--- src/rtl/axi_decerr_slave.sv ---
// rtl/axi_decerr_slave.sv - AXI4 default-port responder: drains every burst, answers DECERR,
// and keeps a sticky record of the first offending access plus a saturating event count.
module axi_decerr_slave #(
  parameter int unsigned          AddrWidth = 64,
  parameter int unsigned          DataWidth = 64,
  parameter int unsigned          IdWidth   = 5,
  parameter logic [DataWidth-1:0] RespData  = 64'hDEAD_BEEF_DEAD_BEEF,
  parameter int unsigned          CntWidth  = 16
) (
  input  logic                 clk_i,
  input  logic                 rst_i,
  input  logic [IdWidth-1:0]   aw_id_i,
  input  logic [AddrWidth-1:0] aw_addr_i,
  input  logic                 aw_valid_i,
  output logic                 aw_ready_o,
  input  logic                 w_last_i,
  input  logic                 w_valid_i,
  output logic                 w_ready_o,
  output logic [IdWidth-1:0]   b_id_o,
  output logic [1:0]           b_resp_o,
  output logic                 b_valid_o,
  input  logic                 b_ready_i,
  input  logic [IdWidth-1:0]   ar_id_i,
  input  logic [AddrWidth-1:0] ar_addr_i,
  input  logic [7:0]           ar_len_i,
  input  logic                 ar_valid_i,
  output logic                 ar_ready_o,
  output logic [IdWidth-1:0]   r_id_o,
  output logic [DataWidth-1:0] r_data_o,
  output logic [1:0]           r_resp_o,
  output logic                 r_last_o,
  output logic                 r_valid_o,
  input  logic                 r_ready_i,
  output logic                 err_valid_o,
  output logic                 err_write_o,
  output logic [AddrWidth-1:0] err_addr_o,
  output logic [CntWidth-1:0]  err_cnt_o,
  input  logic                 err_clr_i
);

  typedef enum logic [1:0] {W_IDLE, W_DATA, W_RESP} w_state_e;
  typedef enum logic       {R_IDLE, R_DATA}         r_state_e;

  w_state_e             w_state_q;
  r_state_e             r_state_q;
  logic                 aw_ready_q, w_ready_q, b_valid_q;
  logic                 ar_ready_q, r_valid_q, r_last_q;
  logic [IdWidth-1:0]   b_id_q, r_id_q;
  logic [7:0]           beat_cnt_q;
  logic                 err_valid_q, err_valid_d;
  logic                 err_write_q, err_write_d;
  logic [AddrWidth-1:0] err_addr_q, err_addr_d;
  logic [CntWidth-1:0]  err_cnt_q, err_cnt_d;

  logic aw_hs, ar_hs;
  assign aw_hs = aw_valid_i & aw_ready_q;
  assign ar_hs = ar_valid_i & ar_ready_q;

  always_ff @(posedge clk_i) begin
    if (rst_i) begin
      w_state_q  <= W_IDLE;
      aw_ready_q <= 1'b1;
      w_ready_q  <= 1'b0;
      b_valid_q  <= 1'b0;
      b_id_q     <= '0;
    end else begin
      case (w_state_q)
        W_IDLE: if (aw_hs) begin
          b_id_q     <= aw_id_i;
          aw_ready_q <= 1'b0;
          w_ready_q  <= 1'b1;
          w_state_q  <= W_DATA;
        end
        W_DATA: if (w_valid_i && w_last_i) begin
          w_ready_q <= 1'b0;
          b_valid_q <= 1'b1;
          w_state_q <= W_RESP;
        end
        W_RESP: if (b_ready_i) begin
          b_valid_q  <= 1'b0;
          aw_ready_q <= 1'b1;
          w_state_q  <= W_IDLE;
        end
        default: begin
          w_state_q  <= W_IDLE;
          aw_ready_q <= 1'b1;
          w_ready_q  <= 1'b0;
          b_valid_q  <= 1'b0;
        end
      endcase
    end
  end

  // r_last is precomputed one beat ahead so it is registered alongside r_valid.
  always_ff @(posedge clk_i) begin
    if (rst_i) begin
      r_state_q  <= R_IDLE;
      ar_ready_q <= 1'b1;
      r_valid_q  <= 1'b0;
      r_last_q   <= 1'b0;
      r_id_q     <= '0;
      beat_cnt_q <= '0;
    end else begin
      case (r_state_q)
        R_IDLE: if (ar_hs) begin
          r_id_q     <= ar_id_i;
          beat_cnt_q <= ar_len_i;
          ar_ready_q <= 1'b0;
          r_valid_q  <= 1'b1;
          r_last_q   <= (ar_len_i == 8'd0);
          r_state_q  <= R_DATA;
        end
        R_DATA: if (r_ready_i) begin
          if (beat_cnt_q == 8'd0) begin
            r_valid_q  <= 1'b0;
            r_last_q   <= 1'b0;
            ar_ready_q <= 1'b1;
            r_state_q  <= R_IDLE;
          end else begin
            beat_cnt_q <= beat_cnt_q - 8'd1;
            r_last_q   <= (beat_cnt_q == 8'd1);
          end
        end
        default: begin
          r_state_q  <= R_IDLE;
          ar_ready_q <= 1'b1;
          r_valid_q  <= 1'b0;
          r_last_q   <= 1'b0;
        end
      endcase
    end
  end

  logic [1:0]          evt_inc;
  logic [CntWidth-1:0] cnt_base;
  logic [CntWidth:0]   cnt_sum;

  // A clear and an event in the same cycle: the clear zeroes the state, then the event lands on it.
  always_comb begin
    err_valid_d = err_valid_q;
    err_write_d = err_write_q;
    err_addr_d  = err_addr_q;
    err_cnt_d   = err_cnt_q;
    evt_inc     = {1'b0, aw_hs} + {1'b0, ar_hs};
    cnt_base    = err_clr_i ? '0 : err_cnt_q;
    cnt_sum     = {1'b0, cnt_base} + {{(CntWidth-1){1'b0}}, evt_inc};
    if (err_clr_i) begin
      err_valid_d = 1'b0;
      err_write_d = 1'b0;
      err_addr_d  = '0;
      err_cnt_d   = '0;
    end
    if (aw_hs || ar_hs) begin
      err_cnt_d = cnt_sum[CntWidth] ? {CntWidth{1'b1}} : cnt_sum[CntWidth-1:0];
      if (!err_valid_q || err_clr_i) begin
        err_valid_d = 1'b1;
        err_write_d = aw_hs;
        err_addr_d  = aw_hs ? aw_addr_i : ar_addr_i;
      end
    end
  end

  always_ff @(posedge clk_i) begin
    if (rst_i) begin
      err_valid_q <= 1'b0;
      err_write_q <= 1'b0;
      err_addr_q  <= '0;
      err_cnt_q   <= '0;
    end else begin
      err_valid_q <= err_valid_d;
      err_write_q <= err_write_d;
      err_addr_q  <= err_addr_d;
      err_cnt_q   <= err_cnt_d;
    end
  end

  assign aw_ready_o  = aw_ready_q;
  assign w_ready_o   = w_ready_q;
  assign b_valid_o   = b_valid_q;
  assign b_id_o      = b_id_q;
  assign b_resp_o    = 2'b11;
  assign ar_ready_o  = ar_ready_q;
  assign r_valid_o   = r_valid_q;
  assign r_last_o    = r_last_q;
  assign r_id_o      = r_id_q;
  assign r_data_o    = RespData;
  assign r_resp_o    = 2'b11;
  assign err_valid_o = err_valid_q;
  assign err_write_o = err_write_q;
  assign err_addr_o  = err_addr_q;
  assign err_cnt_o   = err_cnt_q;

endmodule

--- config.mk ---
export PLATFORM = sky130hd
export DESIGN_NAME = axi_decerr_slave
export DESIGN_NICKNAME = d
export VERILOG_FILES = /design/src/rtl/axi_decerr_slave.sv
export SDC_FILE = /design/constraint.sdc
export NUM_CORES = 1
export LEC_CHECK = 0
export CAP_MARGIN = 25
export CORE_AREA = 2 2 177 92
export DETAILED_ROUTE_END_ITERATION = 8
export DIE_AREA = 0 0 179 94
export PLACE_DENSITY = 0.8
export SYNTH_ARGS = -nofsm -noshare
export SYNTH_HDL_FRONTEND = slang
export SYNTH_SLANG_ARGS = --single-unit
--- constraint.sdc ---
create_clock -name clk_i -period 2.6 [get_ports clk_i]
set_input_delay 0.26 -clock clk_i [delete_from_list [all_inputs] [get_ports clk_i]]
set_output_delay 0.26 -clock clk_i [all_outputs]
set_load 0.1 [all_outputs]
# After elaboration in Yosys (flattened, before gate mapping)
# Cells that the tools add are included.
dict set report word_totals {
  mem_bits_rw 0
  elab_cells 96
  romBits 0
  reg_bits 109
  output_inout_bits 166
  latch_bits 0
  in_bits 155
  n_memories 0
}
dict set report classes {
  mul 0
  div_mod_pow 0
  n_eq_ne 10
  muxes 46
  reduce_logical 16
  shift 0
  magnitude_cmp 0
  bitwise 6
  add_sub_neg 3
}
# operator n
set op_table {}
lappend op_table {{$mux W64} 4}
lappend op_table {{$mux W16} 3}
lappend op_table {{$mux W1} 24}
lappend op_table {{$mux W8} 3}
lappend op_table {{$reduce_and A3 Y1} 6}
lappend op_table {{$add A16 B2 Y17} 1}
lappend op_table {{$logic_not A8 Y1} 2}
lappend op_table {{$pmux W8 S2} 1}
lappend op_table {{$ne A2 B2 Y1 const B} 6}
lappend op_table {{$pmux W1 S3} 3}
lappend op_table {{$eq A8 B1 Y1 const B} 1}
lappend op_table {{$pmux W1 S2} 4}
lappend op_table {{$sub A8 B1 Y8 const B} 1}
lappend op_table {{$mux W2} 3}
lappend op_table {{$pmux W2 S3} 1}
lappend op_table {{$reduce_and A2 Y1} 3}
lappend op_table {{$not A1 Y1} 4}
lappend op_table {{$add A1 B1 Y2} 1}
lappend op_table {{$and A1 B1 Y1} 2}
lappend op_table {{$eq A2 B1 Y1 const B} 1}
lappend op_table {{$eq A2 B2 Y1 const B} 1}
lappend op_table {{$logic_not A2 Y1} 1}
lappend op_table {{$logic_or A1 B1 Y1} 2}
lappend op_table {{$ne A2 B1 Y1 const B} 1}
lappend op_table {{other kinds (2)} 2}

# Depth between registers and ports, before layout
# Gate-level depths: netlist of run 1.
dict set report depth {
  ltp_word 5
  ltp_mapped 9
  depth_no_buf 8
}

# Worst setup path before layout of run 1
# No wires, ideal clock.
dict set report synth_path {
  path_kind {register to register}
  start {register aw_ready_q (netlist: aw_ready_o)}
  end {register err_cnt_q[14] (netlist: err_cnt_o[14])}
  path_stages_with_launch 10
  path_slack_ns -0.540
  n_path_buf 1
  setup_ns 0.095
  synth_period_minus_slack_ns 3.140
  arrival_ns 3.044
  t_required_ns 2.505
  cell_sequence {dfxtp_1 -> nand2_1 -> clkbuf_1 -> inv_1 -> fa_1 -> ha_1 -> nand4b_1 -> or4_4 -> or3_1 -> o311ai_1}
}
dict set report synth_via {
  elab_chain_len 5
  elab_cells_between_ends 6
  cone_classes {add/sub (2); mux (2); bitwise (1); reduce/logical (1)}
}
# item line_no
set synth_lines {}
lappend synth_lines {{from (decl)} 46} ;# logic aw_ready_q, w_ready_q, b_valid_q;
lappend synth_lines {{from (signal assigned)} 62} ;# aw_ready_q <= 1'b1;
lappend synth_lines {{from (signal assigned)} 70} ;# aw_ready_q <= 1'b0;
lappend synth_lines {{from (signal assigned)} 81} ;# aw_ready_q <= 1'b1;
lappend synth_lines {{$and A1 B1 Y1 *} 56} ;# assign aw_hs = aw_valid_i & aw_ready_q;
lappend synth_lines {{$add A1 B1 Y2} 144} ;# evt_inc = {1'b0, aw_hs} + {1'b0, ar_hs};
lappend synth_lines {{$add A16 B2 Y17} 146} ;# cnt_sum = {1'b0, cnt_base} + {{(CntWidth-1){1'b0}}, evt_inc};
lappend synth_lines {{$mux W16} 154} ;# err_cnt_d = cnt_sum[CntWidth] ? {CntWidth{1'b1}} : cnt_sum[CntWidth-1:0];
lappend synth_lines {{$mux W16 *} 153} ;# if (aw_hs || ar_hs) begin
lappend synth_lines {{to (signal assigned)} 173} ;# err_cnt_q <= err_cnt_d;
lappend synth_lines {{to (decl)} 53} ;# logic [CntWidth-1:0] err_cnt_q, err_cnt_d;
# Every way passes the cells marked *; elsewhere a longest branch is shown, timed or not.
# A chain may end at the register's enable or synchronous reset.

# Worst setup path in the final report of run 1
dict set report layout_path {
  start {input err_clr_i}
  end {register err_cnt_q[14] (netlist: err_cnt_o[14])}
}
dict set report layout_via {
  elab_chain_len 4
}
# item line_no
set layout_lines {}
lappend layout_lines {{from (decl)} 38} ;# input logic err_clr_i
lappend layout_lines {{$mux W16 *} -}
lappend layout_lines {{$add A16 B2 Y17} 146}
lappend layout_lines {{$mux W16} 154}
lappend layout_lines {{$mux W16 *} 153}
# Marked as above.

==> results of run 1 <==
## Yosys cell counts, types with 3 or more instances
master / number
a211oi_1: 6
a21o_1: 3
a21oi_1: 85
a311oi_1: 4
a31oi_1: 4
and3_1: 7
buf_1: 5
buf_2: 14
buf_4: 68
clkbuf_1: 26
dfxtp_1: 109
ha_1: 4
inv_1: 7
mux2_2: 66
mux2i_1: 6
nand2_1: 98
nand2b_1: 4
nand3_1: 69
nand3b_1: 3
nand4_1: 6
nand4b_1: 4
nor2_1: 23
nor2b_1: 4
nor3_1: 9
nor3_2: 3
nor4_1: 3
o21ai_0: 8
o31ai_1: 3
or3_1: 4
xnor2_1: 3
## area by class of cell
cell class              instances  share of cell area
clock inverters                 5             0.00701
inverters                       9             0.00402
flip-flops and latches        109               0.261
multi-input cells             529               0.380
repair buffers                270               0.290
well taps                     204              0.0304
clock buffers                  11              0.0277
## metrics by stage
stage / setup TNS (ns) / setup slack [ns] / total power [mW] / hold WS (ns)
CTS: 0 / 0.329 / 5.64 / 0.287
global route: 0 / 0.215 / 5.82 / 0.305
floorplan: 0 / 0.0374 / 3.76 / 0.396
finish: 0 / 0.318 / 5.59 / 0.301
detailed placement: -0.0285 / -0.0285 / 4.27 / 0.450
global placement: 0 / 0.0437 / 4.25 / 0.446
## flip-flops by register name, indices dropped and copies added, names as in the netlist, 2 cells and up
register,cells
err_addr_o,64
err_cnt_o,16
r_id_o,5
beat_cnt_q,8
w_state_q,2
b_id_o,5
## power groups by stage
stage          Sequential, mW  Clock [mW]  Combinational [mW]
6_report                 1.90        1.35                2.34
5_1_grt                  1.92        1.45                2.45
4_1_cts                  1.90        1.40                2.35
3_5_place_dp             1.93           0                2.34
3_3_place_gp             1.93           0                2.33
2_1_floorplan            2.71           0                1.05
## layout by cell type (no fill, tap or decap), drive strengths merged, types with 6 or more instances in the layout
cell type        n
clkdlybuf4s50  153
buf            117
dfxtp          109
nand2           98
a21oi           86
nand3           69
conb            68
mux2            66
nor2            23
nor3            12
clkbuf          11
inv              9
o21ai            8
and3             7
nand4            6
a211oi           6
mux2i            6
## how the worst max path moves through the flow
stage	start	endpoint	slack, ns
after floorplan	aw_ready_o	err_cnt_o[14]	0.04
after global placement	err_clr_i	err_cnt_o[14]	0.04
after detailed placement	err_clr_i	err_cnt_o[14]	-0.03
after CTS	err_clr_i	err_cnt_o[14]	0.33
after global routing	err_cnt_o[0]	err_cnt_o[14]	0.21
final	err_clr_i	err_cnt_o[14]	0.32
## routing by layer
layer  GRT usage  wire, um
met3      0.0417       894
met1       0.227      6840
met5           0         0
met4      0.0501       227
met2       0.361      8960
## logic make-up (layout without fill, tap and decap cells)
kind of cell / Yosys count / after routing / share of synthesized area
simple gates: 246 / 246 / 0.205
compound gates: 134 / 134 / 0.139
buf+inv: 122 / 295 / 0.125
flops: 109 / 109 / 0.374
mux: 72 / 72 / 0.138
fa+ha+maj: 5 / 5 / 0.0120
xor+xnor: 4 / 4 / 0.00600
other cells: 2 / 68 / 0.00129
==> flow_metrics.tcl, run 1 <==
set metrics [dict create \
    status "completed" \
    r2r-start "err_cnt_o[0]" \
    finalClockSkew_ns 0.0131 \
    yosysSeqAreaShare 0.374 \
    first_pass_iters 4 \
    leakage_nw 3.42 \
    grt_start_max_net_pins 66 \
    fillers 1401 \
    cp-end-kind "flop" \
    cts-resized-gates 0 \
    reg2reg_to "err_cnt_o[14]" \
    vias 5660 \
    ff2ff_setup_slack_ns 0.35 \
    slew_headroom 0.452 \
    synth.distinct_cells 60 \
    ant_nets 0 \
    rsz0062_at_grt "no" \
    switching_share 0.431 \
    synth_flop_cell "dfxtp_1" \
    post-route-drc-count 0 \
    fp.dieH_um 94 \
    synth_top_area_cell "dfxtp_1" \
    initial_core_util 0.385 \
    cts_buffer_depth 2 \
    async_flop_share 0 \
    ctsRootBufferMaster "clkbuf_16" \
    syn_avg_cell_area_sq_um 8.41 \
    dp.cells 1121 \
    timing.critical_path.from_type "primary input" \
    max_cap_viol_count 0 \
    min_from "rst_i" \
    drtIter0Drc 300 \
    fmax_ghz 0.438 \
    htree_levels 3 \
    combPwrFrac 0.419 \
    ff_latch_area_sq_um 2190 \
    grt_pass1_vias 5397 \
    fin_crit_ns 2.28 \
    placed_area_sq_um 8100 \
    crit_path_max_incr_delay_ns 0.58 \
    multi_input_area_sq_um 3190 \
    row_count 32 \
    crit_family "simple AND/OR/NAND/NOR gates" \
    drt_wl_total_um 16900 \
    drv_slew 0 \
    avgViaCountPerCell 4.98 \
    gp_congestion 0.815 \
    min_path_cells 2 \
    grt.overflow.total 0 \
    grt.total_usage 0.194 \
    synth.ff_latch_count 109 \
    hpwl_um 12600 \
    num_antenna_cells 0 \
    hold_viol_final 0 \
    syn_to_final_growth_pct 43.8 \
    coreArea_sq_um 15200 \
    fp.dieW_um 179 \
    cts_tree "yes" \
    numPortBuffers 252 \
    stdcell_count 1137 \
    grt_pass1_wl_um 26400 \
    cp_data_required_time_ns 2.84 \
    worst-path-buf-inv 1 \
    power.density_nw_per_um2 666 \
    numCtsBuffers 9 \
    crit_type "primary input to flop" \
    holdBufCountCts 0 \
    synth_area_sq_um 5840 \
    utilization 0.553 \
    min_path_type "primary input to flop" \
    layout-drive-gt1-share 0.229 \
    post-route-cell-area_sq_um 8390 \
    reg2reg_depth 7 \
    crit_path_max_fanout 6 \
    fin_nets 1088 \
    synth_edf_count 0 \
    ioPinCount 321 \
    path_cells "clkdlybuf4s50_1 -> nor2b_1 -> fa_1 -> ha_1 -> nand4b_1 -> or4_4 -> or3_1 -> o311ai_1" \
    yosys_warnings 0 \
    cts.clk_slew.worst_paths_ns 0.08 \
    critical_path_depth 8 \
    slowest_stage "or4_4" \
    yosys.area.top_type_share 0.374 \
    cts_setup_buffers 0 \
    min_period_over_period 0.878 \
    crit_arrival_ns 2.53 \
    p_clk_frac 0.242 \
    ir_worst_vdd_mv 0.305 \
    clk_latency_ns 0.34 \
    seqPwrFrac 0.339 \
    setup_viol 0 \
    p_int_mw 3.18 \
    synthTopCellsByArea "dfxtp_1, mux2_2, buf_4, a21oi_1, nand2_1" \
    routedWlPerCell_um 14.9 \
    p_switching_mw 2.41 \
    dieArea_sq_um 16800 \
    antenna_found_initial 0 \
    worstHoldEndpoint "err_cnt_o[11]" \
    cts.sinks 109 \
    worst_pin_slew_ns 0.822 \
    syn_inst 694 \
]
No activity file was read; power rests on OpenSTA's default activity.
==> run 2: changes to the inputs <==
--- a/config.mk
+++ b/config.mk
@@ -5,7 +5,6 @@
 export SDC_FILE = /design/constraint.sdc
 export NUM_CORES = 1
 export LEC_CHECK = 0
-export CAP_MARGIN = 25
 export CORE_AREA = 2 2 177 92
 export DETAILED_ROUTE_END_ITERATION = 8
 export DIE_AREA = 0 0 179 94
==> results of run 2 <==
The final DEF is identical to that of run 1; final timing and power are the same.
